**src/rtl/uart_cmd_sequencer.sv**
```systemverilog
// rtl/uart_cmd_sequencer.sv - UART host packet framer: buffer writes, EXEC issue, ACK/NAK response
module uart_cmd_sequencer #(
  parameter int unsigned CLOCK_FREQ   = 100_000_000,
  parameter int unsigned TIMEOUT_CLKS = CLOCK_FREQ / 100,
  parameter logic [7:0]  SYNC_BYTE    = 8'hA5,
  parameter int unsigned ADDR_W       = 16
) (
  input  logic              clk,
  input  logic              rst_n,
  input  logic [7:0]        rx_data,
  input  logic              rx_valid,
  output logic              wr_en,
  output logic [ADDR_W-1:0] wr_addr,
  output logic [7:0]        wr_data,
  output logic              cmd_valid,
  input  logic              cmd_ready,
  output logic [ADDR_W-1:0] cmd_addr,
  output logic [7:0]        cmd_len,
  output logic [7:0]        tx_data,
  output logic              tx_start,
  input  logic              tx_busy,
  output logic              busy,
  output logic              err_timeout,
  output logic              err_overrun
);

  localparam logic [7:0] OPC_WRITE = 8'h01;
  localparam logic [7:0] OPC_EXEC  = 8'h02;
  localparam logic [7:0] RESP_ACK  = 8'h06;
  localparam logic [7:0] RESP_NAK  = 8'h15;

  // One spare bit so TIMEOUT_CLKS-1 always fits, even for powers of two.
  localparam int unsigned     TO_W    = $clog2(TIMEOUT_CLKS) + 1;
  localparam logic [TO_W-1:0] TO_LAST = TO_W'(TIMEOUT_CLKS - 1);

  typedef enum logic [3:0] {
    S_IDLE,
    S_OPC,
    S_ADDR_H,
    S_ADDR_L,
    S_LEN,
    S_PAYLOAD,
    S_CSUM,
    S_ISSUE,
    S_RESP
  } state_t;

  state_t            state_q;
  state_t            state_d;

  logic [7:0]        opc_q;
  logic [7:0]        addr_hi_q;
  logic [ADDR_W-1:0] addr_q;
  logic [7:0]        len_q;
  logic [7:0]        idx_q;
  logic [7:0]        csum_q;
  logic [TO_W-1:0]   to_cnt_q;
  logic [7:0]        tx_data_q;
  logic              wr_en_q;
  logic [ADDR_W-1:0] wr_addr_q;
  logic [7:0]        wr_data_q;
  logic              err_timeout_q;
  logic              err_overrun_q;

  logic              in_frame;
  logic              expire;
  logic              csum_ok;
  logic              resp_load;
  logic [7:0]        resp_val;

  // The inter-byte watchdog only runs while a packet is being received.
  assign in_frame = (state_q == S_OPC)    || (state_q == S_ADDR_H) ||
                    (state_q == S_ADDR_L) || (state_q == S_LEN)    ||
                    (state_q == S_PAYLOAD) || (state_q == S_CSUM);

  assign csum_ok = (rx_data == csum_q);

  assign wr_en       = wr_en_q;
  assign wr_addr     = wr_addr_q;
  assign wr_data     = wr_data_q;
  assign cmd_addr    = addr_q;
  assign cmd_len     = len_q;
  assign tx_data     = tx_data_q;
  assign err_timeout = err_timeout_q;
  assign err_overrun = err_overrun_q;

  // Next-state, handshake outputs and response selection.
  always_comb begin
    state_d   = state_q;
    cmd_valid = 1'b0;
    tx_start  = 1'b0;
    resp_load = 1'b0;
    resp_val  = RESP_NAK;
    busy      = (state_q != S_IDLE);
    // A byte arriving on the expiry cycle takes precedence over the abort.
    expire    = in_frame && !rx_valid && (to_cnt_q == TO_LAST);

    case (state_q)
      S_IDLE: begin
        if (rx_valid && (rx_data == SYNC_BYTE)) state_d = S_OPC;
      end
      S_OPC: begin
        if (rx_valid) state_d = S_ADDR_H;
      end
      S_ADDR_H: begin
        if (rx_valid) state_d = S_ADDR_L;
      end
      S_ADDR_L: begin
        if (rx_valid) state_d = S_LEN;
      end
      S_LEN: begin
        if (rx_valid) state_d = (rx_data == 8'd0) ? S_CSUM : S_PAYLOAD;
      end
      S_PAYLOAD: begin
        if (rx_valid && (idx_q == (len_q - 8'd1))) state_d = S_CSUM;
      end
      S_CSUM: begin
        if (rx_valid) begin
          if (csum_ok && (opc_q == OPC_EXEC)) begin
            state_d = S_ISSUE;
          end else begin
            state_d   = S_RESP;
            resp_load = 1'b1;
            resp_val  = (csum_ok && (opc_q == OPC_WRITE)) ? RESP_ACK : RESP_NAK;
          end
        end
      end
      S_ISSUE: begin
        cmd_valid = 1'b1;
        if (cmd_ready) begin
          state_d   = S_RESP;
          resp_load = 1'b1;
          resp_val  = RESP_ACK;
        end
      end
      S_RESP: begin
        if (!tx_busy) begin
          tx_start = 1'b1;
          state_d  = S_IDLE;
        end
      end
      default: state_d = S_IDLE;
    endcase

    if (expire) state_d = S_IDLE;
  end

  // State register.
  always_ff @(posedge clk or negedge rst_n) begin
    if (!rst_n) begin
      state_q <= S_IDLE;
    end else begin
      state_q <= state_d;
    end
  end

  // Inter-byte idle counter: restarts on every received byte and outside a frame.
  always_ff @(posedge clk or negedge rst_n) begin
    if (!rst_n) begin
      to_cnt_q <= '0;
    end else if (rx_valid || !in_frame) begin
      to_cnt_q <= '0;
    end else begin
      to_cnt_q <= to_cnt_q + TO_W'(1);
    end
  end

  // Header capture, payload index and running checksum (OPC through last payload byte).
  always_ff @(posedge clk or negedge rst_n) begin
    if (!rst_n) begin
      opc_q     <= '0;
      addr_hi_q <= '0;
      addr_q    <= '0;
      len_q     <= '0;
      idx_q     <= '0;
      csum_q    <= '0;
    end else if (rx_valid) begin
      case (state_q)
        S_IDLE: begin
          idx_q  <= '0;
          csum_q <= '0;
        end
        S_OPC: begin
          opc_q  <= rx_data;
          csum_q <= rx_data;
        end
        S_ADDR_H: begin
          addr_hi_q <= rx_data;
          csum_q    <= csum_q ^ rx_data;
        end
        S_ADDR_L: begin
          addr_q <= ADDR_W'({addr_hi_q, rx_data});
          csum_q <= csum_q ^ rx_data;
        end
        S_LEN: begin
          len_q  <= rx_data;
          idx_q  <= '0;
          csum_q <= csum_q ^ rx_data;
        end
        S_PAYLOAD: begin
          idx_q  <= idx_q + 8'd1;
          csum_q <= csum_q ^ rx_data;
        end
        default: begin
        end
      endcase
    end
  end

  // Buffer write port: one strobe per WRITE payload byte, address wraps at 2^ADDR_W.
  always_ff @(posedge clk or negedge rst_n) begin
    if (!rst_n) begin
      wr_en_q   <= 1'b0;
      wr_addr_q <= '0;
      wr_data_q <= '0;
    end else begin
      wr_en_q <= 1'b0;
      if (rx_valid && (state_q == S_PAYLOAD) && (opc_q == OPC_WRITE)) begin
        wr_en_q   <= 1'b1;
        wr_addr_q <= addr_q + ADDR_W'(idx_q);
        wr_data_q <= rx_data;
      end
    end
  end

  // Response byte, latched on entry to RESP and held until the next response.
  always_ff @(posedge clk or negedge rst_n) begin
    if (!rst_n) begin
      tx_data_q <= '0;
    end else if (resp_load) begin
      tx_data_q <= resp_val;
    end
  end

  // Error pulses: timeout abort and bytes dropped while issuing or responding.
  always_ff @(posedge clk or negedge rst_n) begin
    if (!rst_n) begin
      err_timeout_q <= 1'b0;
      err_overrun_q <= 1'b0;
    end else begin
      err_timeout_q <= expire;
      err_overrun_q <= rx_valid && ((state_q == S_ISSUE) || (state_q == S_RESP));
    end
  end

endmodule
```
**config.mk**
```make
export PLATFORM = sky130hd
export DESIGN_NAME = uart_cmd_sequencer
export DESIGN_NICKNAME = d
export VERILOG_FILES = /design/src/rtl/uart_cmd_sequencer.sv
export SDC_FILE = /design/constraint.sdc
export NUM_CORES = 1
export LEC_CHECK = 0
export CAP_MARGIN = 20
export CORE_MARGIN = 4
export CORE_UTILIZATION = 50
export DETAILED_ROUTE_END_ITERATION = 8
export PLACE_DENSITY = 0.83
export SLEW_MARGIN = 20
export SYNTH_ARGS = -nofsm -noshare
export SYNTH_HDL_FRONTEND = slang
export SYNTH_SLANG_ARGS = --single-unit
```
**constraint.sdc**
```tcl
create_clock -name clk -period 2 [get_ports clk]
set_input_delay 0.2 -clock clk [delete_from_list [all_inputs] [get_ports clk]]
set_output_delay 0.2 -clock clk [all_outputs]
set_load 0.03 [all_outputs]
```
# Yosys cells after proc, flatten, opt, wreduce, memory -nomap -nowiden
# Index checks and enable logic that the tools add are counted.
[totals]
regBits = 116
romBits = 0
output_inout_bits = 62
latchBits = 0
mem_count = 0
mem_bits_rw = 0
[classes]
muxes = 29
n_reduce_logical = 32
shift = 0
bitwise_logic = 1
div = 0
multipliers = 0
add_sub_neg = 4
order_cmp = 0
n_eq_ne = 23
[op_table]
columns = ["op", "n"]
rows = [
  ["4-bit two-way mux", 11],
  ["4-bit case mux with 9 select lines", 1],
  ["3-bit inequality test, second input constant", 8],
  ["8-bit case mux with 3 select lines", 1],
  ["21-bit by 1-bit adder with 21-bit output, second input constant", 1],
  ["21-bit by 20-bit equality test with 1-bit output, second input constant", 1],
  ["21-bit two-way mux", 1],
  ["5-bit two-way mux", 4],
  ["16-bit by 8-bit adder with 16-bit output", 1],
  ["4-bit by 3-bit equality test with 1-bit output, second input constant", 4],
  ["8-bit equality test", 2],
  ["8-bit case mux with 2 select lines", 1],
  ["2-bit AND reduction", 6],
  ["5-bit case mux with 2 select lines", 1],
  ["1-bit logical AND", 9],
  ["9-bit AND reduction", 1],
  ["8-bit by 1-bit adder with 8-bit output, second input constant", 1],
  ["4-bit by 2-bit equality test with 1-bit output, second input constant", 2],
  ["8-bit by 1-bit equality test with 1-bit output, second input constant", 1],
  ["8-bit by 2-bit equality test with 1-bit output, second input constant", 1],
  ["8-bit equality test, second input constant", 1],
  ["8-bit zero test", 1],
  ["8-bit by 1-bit subtractor with 8-bit output, second input constant", 1],
  ["8-bit XOR", 1],
  ["14 further kinds", 27],
]

# Longest topological paths before layout
[depth]
word_depth = 10
depth_mapped = 9

# Worst setup path after synthesis
# OpenSTA, ideal clock, no wires.
[synth_path]
path_kind = "reg-to-reg"
startpoint = "register len_q[2], in the netlist cmd_len[2]"
endpoint = "register state_q[0]"
period_less_slack_ns = 2.320
required_ns = 1.875
setup_time_ns = 0.125
stages_incl_launch_ff = 7
setup_slack_ns = -0.320
arrival_ns = 2.195
cell_sequence = "dfrtp_1 or3_1 or3_1 a211oi_1 a41oi_1 nor3_4 mux2_4"
[synth_between]
elab_chain_len = 5
[synth_lines]
columns = ["element", "line_no", "text"]
rows = [
  ["start, declared", "54", "logic [7:0] len_q;"],
  ["start signal, assigned", "196", "len_q <= rx_data;"],
  ["8-bit by 1-bit subtractor with 8-bit output", "115", "if (rx_valid && (idx_q == (len_q - 8'd1))) state_d = S_CSUM;"],
  ["8-bit equality test", "115", ""],
  ["1-bit logical AND", "115", ""],
  ["3-bit by 2-bit inequality test with 1-bit output (no line)", "--", ""],
  ["9-bit AND reduction (no line)", "--", ""],
  ["end signal, assigned", "153", "state_q <= state_d;"],
  ["end, declared", "48", "state_t state_q;"],
]
# Every way passes these cells.
# A chain may end at the register's enable or synchronous reset.

# Final worst setup path
# Ends and elaborated chain as after synthesis.

==> flow_metrics.tcl <==
set metrics [dict create \
    arrival_ps 2430 \
    finalSetupViolations 4 \
    grt_start_max_net_pins 51 \
    maxCapViolCount 0 \
    netlist_top_cells_count "111 x dfrtp_1, 52 x o21ai_0, 50 x nor2_1" \
    p_int_mw 5.81 \
    io_buffers 70 \
    irDropWorstVdd_mv 0.898 \
    final_nets 679 \
    power_mw 9.69 \
    htree_levels 3 \
    fin_cells 799 \
    overflow 0 \
    crit_path_end_kind "flop" \
    syn_area_um2 5650 \
    worst-path-stages 6 \
    finClkSkew_ps 7.42 \
    synthCells 546 \
    first_pass_iters 5 \
    tightest_slew_ps 550 \
    die_width_um 114 \
    post_route_cells_drive_above_1_share_pct 24.1 \
    ys_warn_count 0 \
    violations "negative setup slack" \
    core_area_um2 10900 \
    p_sw_mw 3.88 \
    rr_startpoint "cmd_len[2]$_DFFE_PN0P_" \
    place_hpwl_um 10000 \
    fillers 782 \
    combPwrFrac_pct 46.7 \
    clockBufferDepth 2 \
    path_max_fanout 3 \
    syn_to_final_growth_pct 29.7 \
    r2r_slack_ps -190 \
    rsz0062_at_grt "true" \
    track_usage_pct 21.5 \
    die-area_um2 13100 \
    r2r_cells 6 \
    path_buf_inv 0 \
    crit_chain "or3_4 -> or4_4 -> xnor2_2 -> a41oi_2 -> nor3_4 -> mux2_4" \
    antenna_found_initial 0 \
    worstSetupPathType "reg -> reg" \
    num_rows 38 \
    period_share_pct 109 \
    wire_per_inst_um 18.1 \
    critPathSlowestCell "or4_4" \
    grt_pass1_vias 4605 \
    cts_made_buffers 9 \
    viasPerCell 5.77 \
    critical_path.top_delay_family "simple AND/OR/NAND/NOR gates" \
    ant_nets 0 \
    worstPathRequired_ps 2240 \
    final_area_um2 7320 \
    power_switching_share_pct 40.0 \
    cts_tree "done" \
    netlist.area_leader.share_pct 49.2 \
    post-place-cells 775 \
    status "finished with violations" \
    routed_wl_um 14400 \
    num_io_pins 75 \
    clkPwrFrac_pct 17.6 \
    syn_avg_cell_area_um2 10.3 \
    ys_seq_area_share_pct 49.2 \
    synth_ff_type "dfrtp_1" \
    power_frac_seq_pct 35.7 \
    async_flop_share_pct 100 \
    fp.dieH_um 114 \
    hold_viol 0 \
    p_leak_nw 3.17 \
    cts_sinks 111 \
    regToRegEndpoint "state_q[0]$_DFFE_PN0P_" \
    synth.most_common_cell "dfrtp_1" \
    synth_seq_cells 111 \
    synthTopCellsByArea "dfrtp_1 49%, mux2_2 9.6%, xor2_1 5.4%" \
    synth_edf_count 0 \
    clock_latency_ps 350 \
    vias 4608 \
    gp_congestion 0.892 \
    power_density_nw_per_um2 1320 \
    placed_area_um2 6830 \
    synth_cell_types 51 \
    grt_first_pass_wirelength_um 22300 \
    root_buffer "clkbuf_16" \
    antenna_cells 0 \
    critPathLaunchType "flop" \
    clkSlewWorstSetupHoldPaths_ps 70 \
    finalWorstSetupSlack_ps -188 \
    dp_slack_ps -259 \
    max_stage_delay_ps 450 \
    fmax_mhz 457 \
    slew_violations 0 \
    drc 0 \
    worstHoldPathType "in -> async" \
    start_util_pct 51.6 \
    netlist.top_cell.by_area "dfrtp_1" \
    period_needed_ps 2190 \
    maxSlewHeadroom_pct 63.3 \
    drt_iter0_markers 353 \
]
==> power by group through the flow <==
stage / combinational (mW) / sequential (mW) / clock (mW)
global placement: 4.21 / 3.39 / 0
finish: 4.52 / 3.46 / 1.71
CTS: 4.43 / 3.41 / 1.75
floorplan: 2.18 / 3.95 / 0
global route: 4.85 / 3.53 / 1.84
detailed placement: 4.36 / 3.45 / 0
==> layer usage <==
layer / vias up / wire, µm / global-route usage (%) / share of wire (%)
met5: - / 0 / 0 / 0
met4: 0 / 450 / 9.03 / 3.1
met3: 40 / 750 / 4.97 / 5.2
met2: 173 / 7800 / 38.7 / 54
met1: 2272 / 5430 / 24.5 / 38
li1: 2123 / - / - / -
==> cell usage in the layout (no fill, tap or decap), types with 3 or more instances in the layout <==
cell,count
or3_1,4
xnor2_1,15
inv_1,10
nand2_2,4
a21oi_1,7
a32o_1,8
nand2b_1,8
buf_12,3
nor2_1,49
nor4_1,6
dfrtp_2,6
mux2_2,48
nand3_1,22
clkdlybuf4s50_1,66
ha_1,10
nor3_1,8
and3_1,8
dfrtp_1,105
o31ai_1,4
buf_6,3
a31oi_1,4
o21ai_1,11
nand4_1,7
nor2b_1,6
or2_2,3
xor2_1,35
buf_4,49
nand2_1,37
o21ai_0,39
clkbuf_16,11
conb_1,4
==> through the flow <==
step                      hold WS [ps]  setup TNS (ps)  util, %
after global routing               413           -1160     67.0
after detailed placement           213           -1340     62.4
after floorplan                  -95.6            -429        -
final                              380            -536     67.0
after global placement             206            -913     62.4
after CTS                          375            -491     65.6
==> cells by family (layout without fill, tap and decap cells) <==
logic type | after synthesis | after routing | share of synthesized area, %
buffers and inverters | 43 | 153 | 3.30
DFF | 111 | 111 | 49.2
muxes | 51 | 51 | 10.2
other | 1 | 4 | 0.0664
adders and majority gates | 12 | 12 | 2.79
AOI/OAI and AO/OA | 94 | 94 | 10.3
and+or+nand+nor | 183 | 183 | 16.2
xor gates and xnor gates | 51 | 51 | 7.91
==> timing repair <==
item	in CTS	in global routing
pin swaps	4	8
gates resized for setup	10	29
hold endpoints to repair	40	0
hold buffers	1	0
cloned	0	3
setup buffers	2	2
setup endpoints to repair	13	29
==> flip-flops by register name, summed over array words and instances, names as in the netlist <==
| signal | count |
|---|---|
| to_cnt_q | 21 |
| cmd_addr | 16 |
| wr_addr | 16 |
| addr_hi_q | 8 |
| cmd_len | 8 |
| csum_q | 8 |
| idx_q | 8 |
| opc_q | 8 |
| wr_data | 8 |
| state_q | 4 |
| tx_data | 3 |
| err_overrun | 1 |
| err_timeout | 1 |
| wr_en | 1 |
==> worst max-delay path by stage <==
stage,from,endpoint,slack [ps]
2_1_floorplan,cmd_len[2]$_DFFE_PN0P_,state_q[0]$_DFFE_PN0P_,-250
3_3_place_gp,rx_data[4],state_q[0]$_DFFE_PN0P_,-200
3_5_place_dp,rx_data[6],state_q[1]$_DFFE_PN0P_,-260
4_1_cts,cmd_len[2]$_DFFE_PN0P_,state_q[0]$_DFFE_PN0P_,-170
5_1_grt,cmd_len[2]$_DFFE_PN0P_,state_q[1]$_DFFE_PN0P_,-270
6_report,cmd_len[2]$_DFFE_PN0P_,state_q[0]$_DFFE_PN0P_,-190
==> worst register-to-register path: cells and delay by family, from the launching register on <==
kind             cells  cell delay, ps
AND/OR/NAND/NOR      3            1030
flip-flops           1             400
multiplexers         1             310
AO/OA/AOI/OAI        1             170
XOR/XNOR             1             160
==> area by class of cell <==
class	count	area (µm²)	area share, %
Tap cell	140	175	2.39
Clock inverter	7	61.3	0.837
Inverter	11	41.3	0.564
Multi-Input combinational cell	395	2830	38.6
Sequential cell	111	2790	38.0
Clock buffer	9	225	3.07
Timing Repair Buffer	126	1210	16.5
Note: power is estimated with default switching activity, not from simulation.
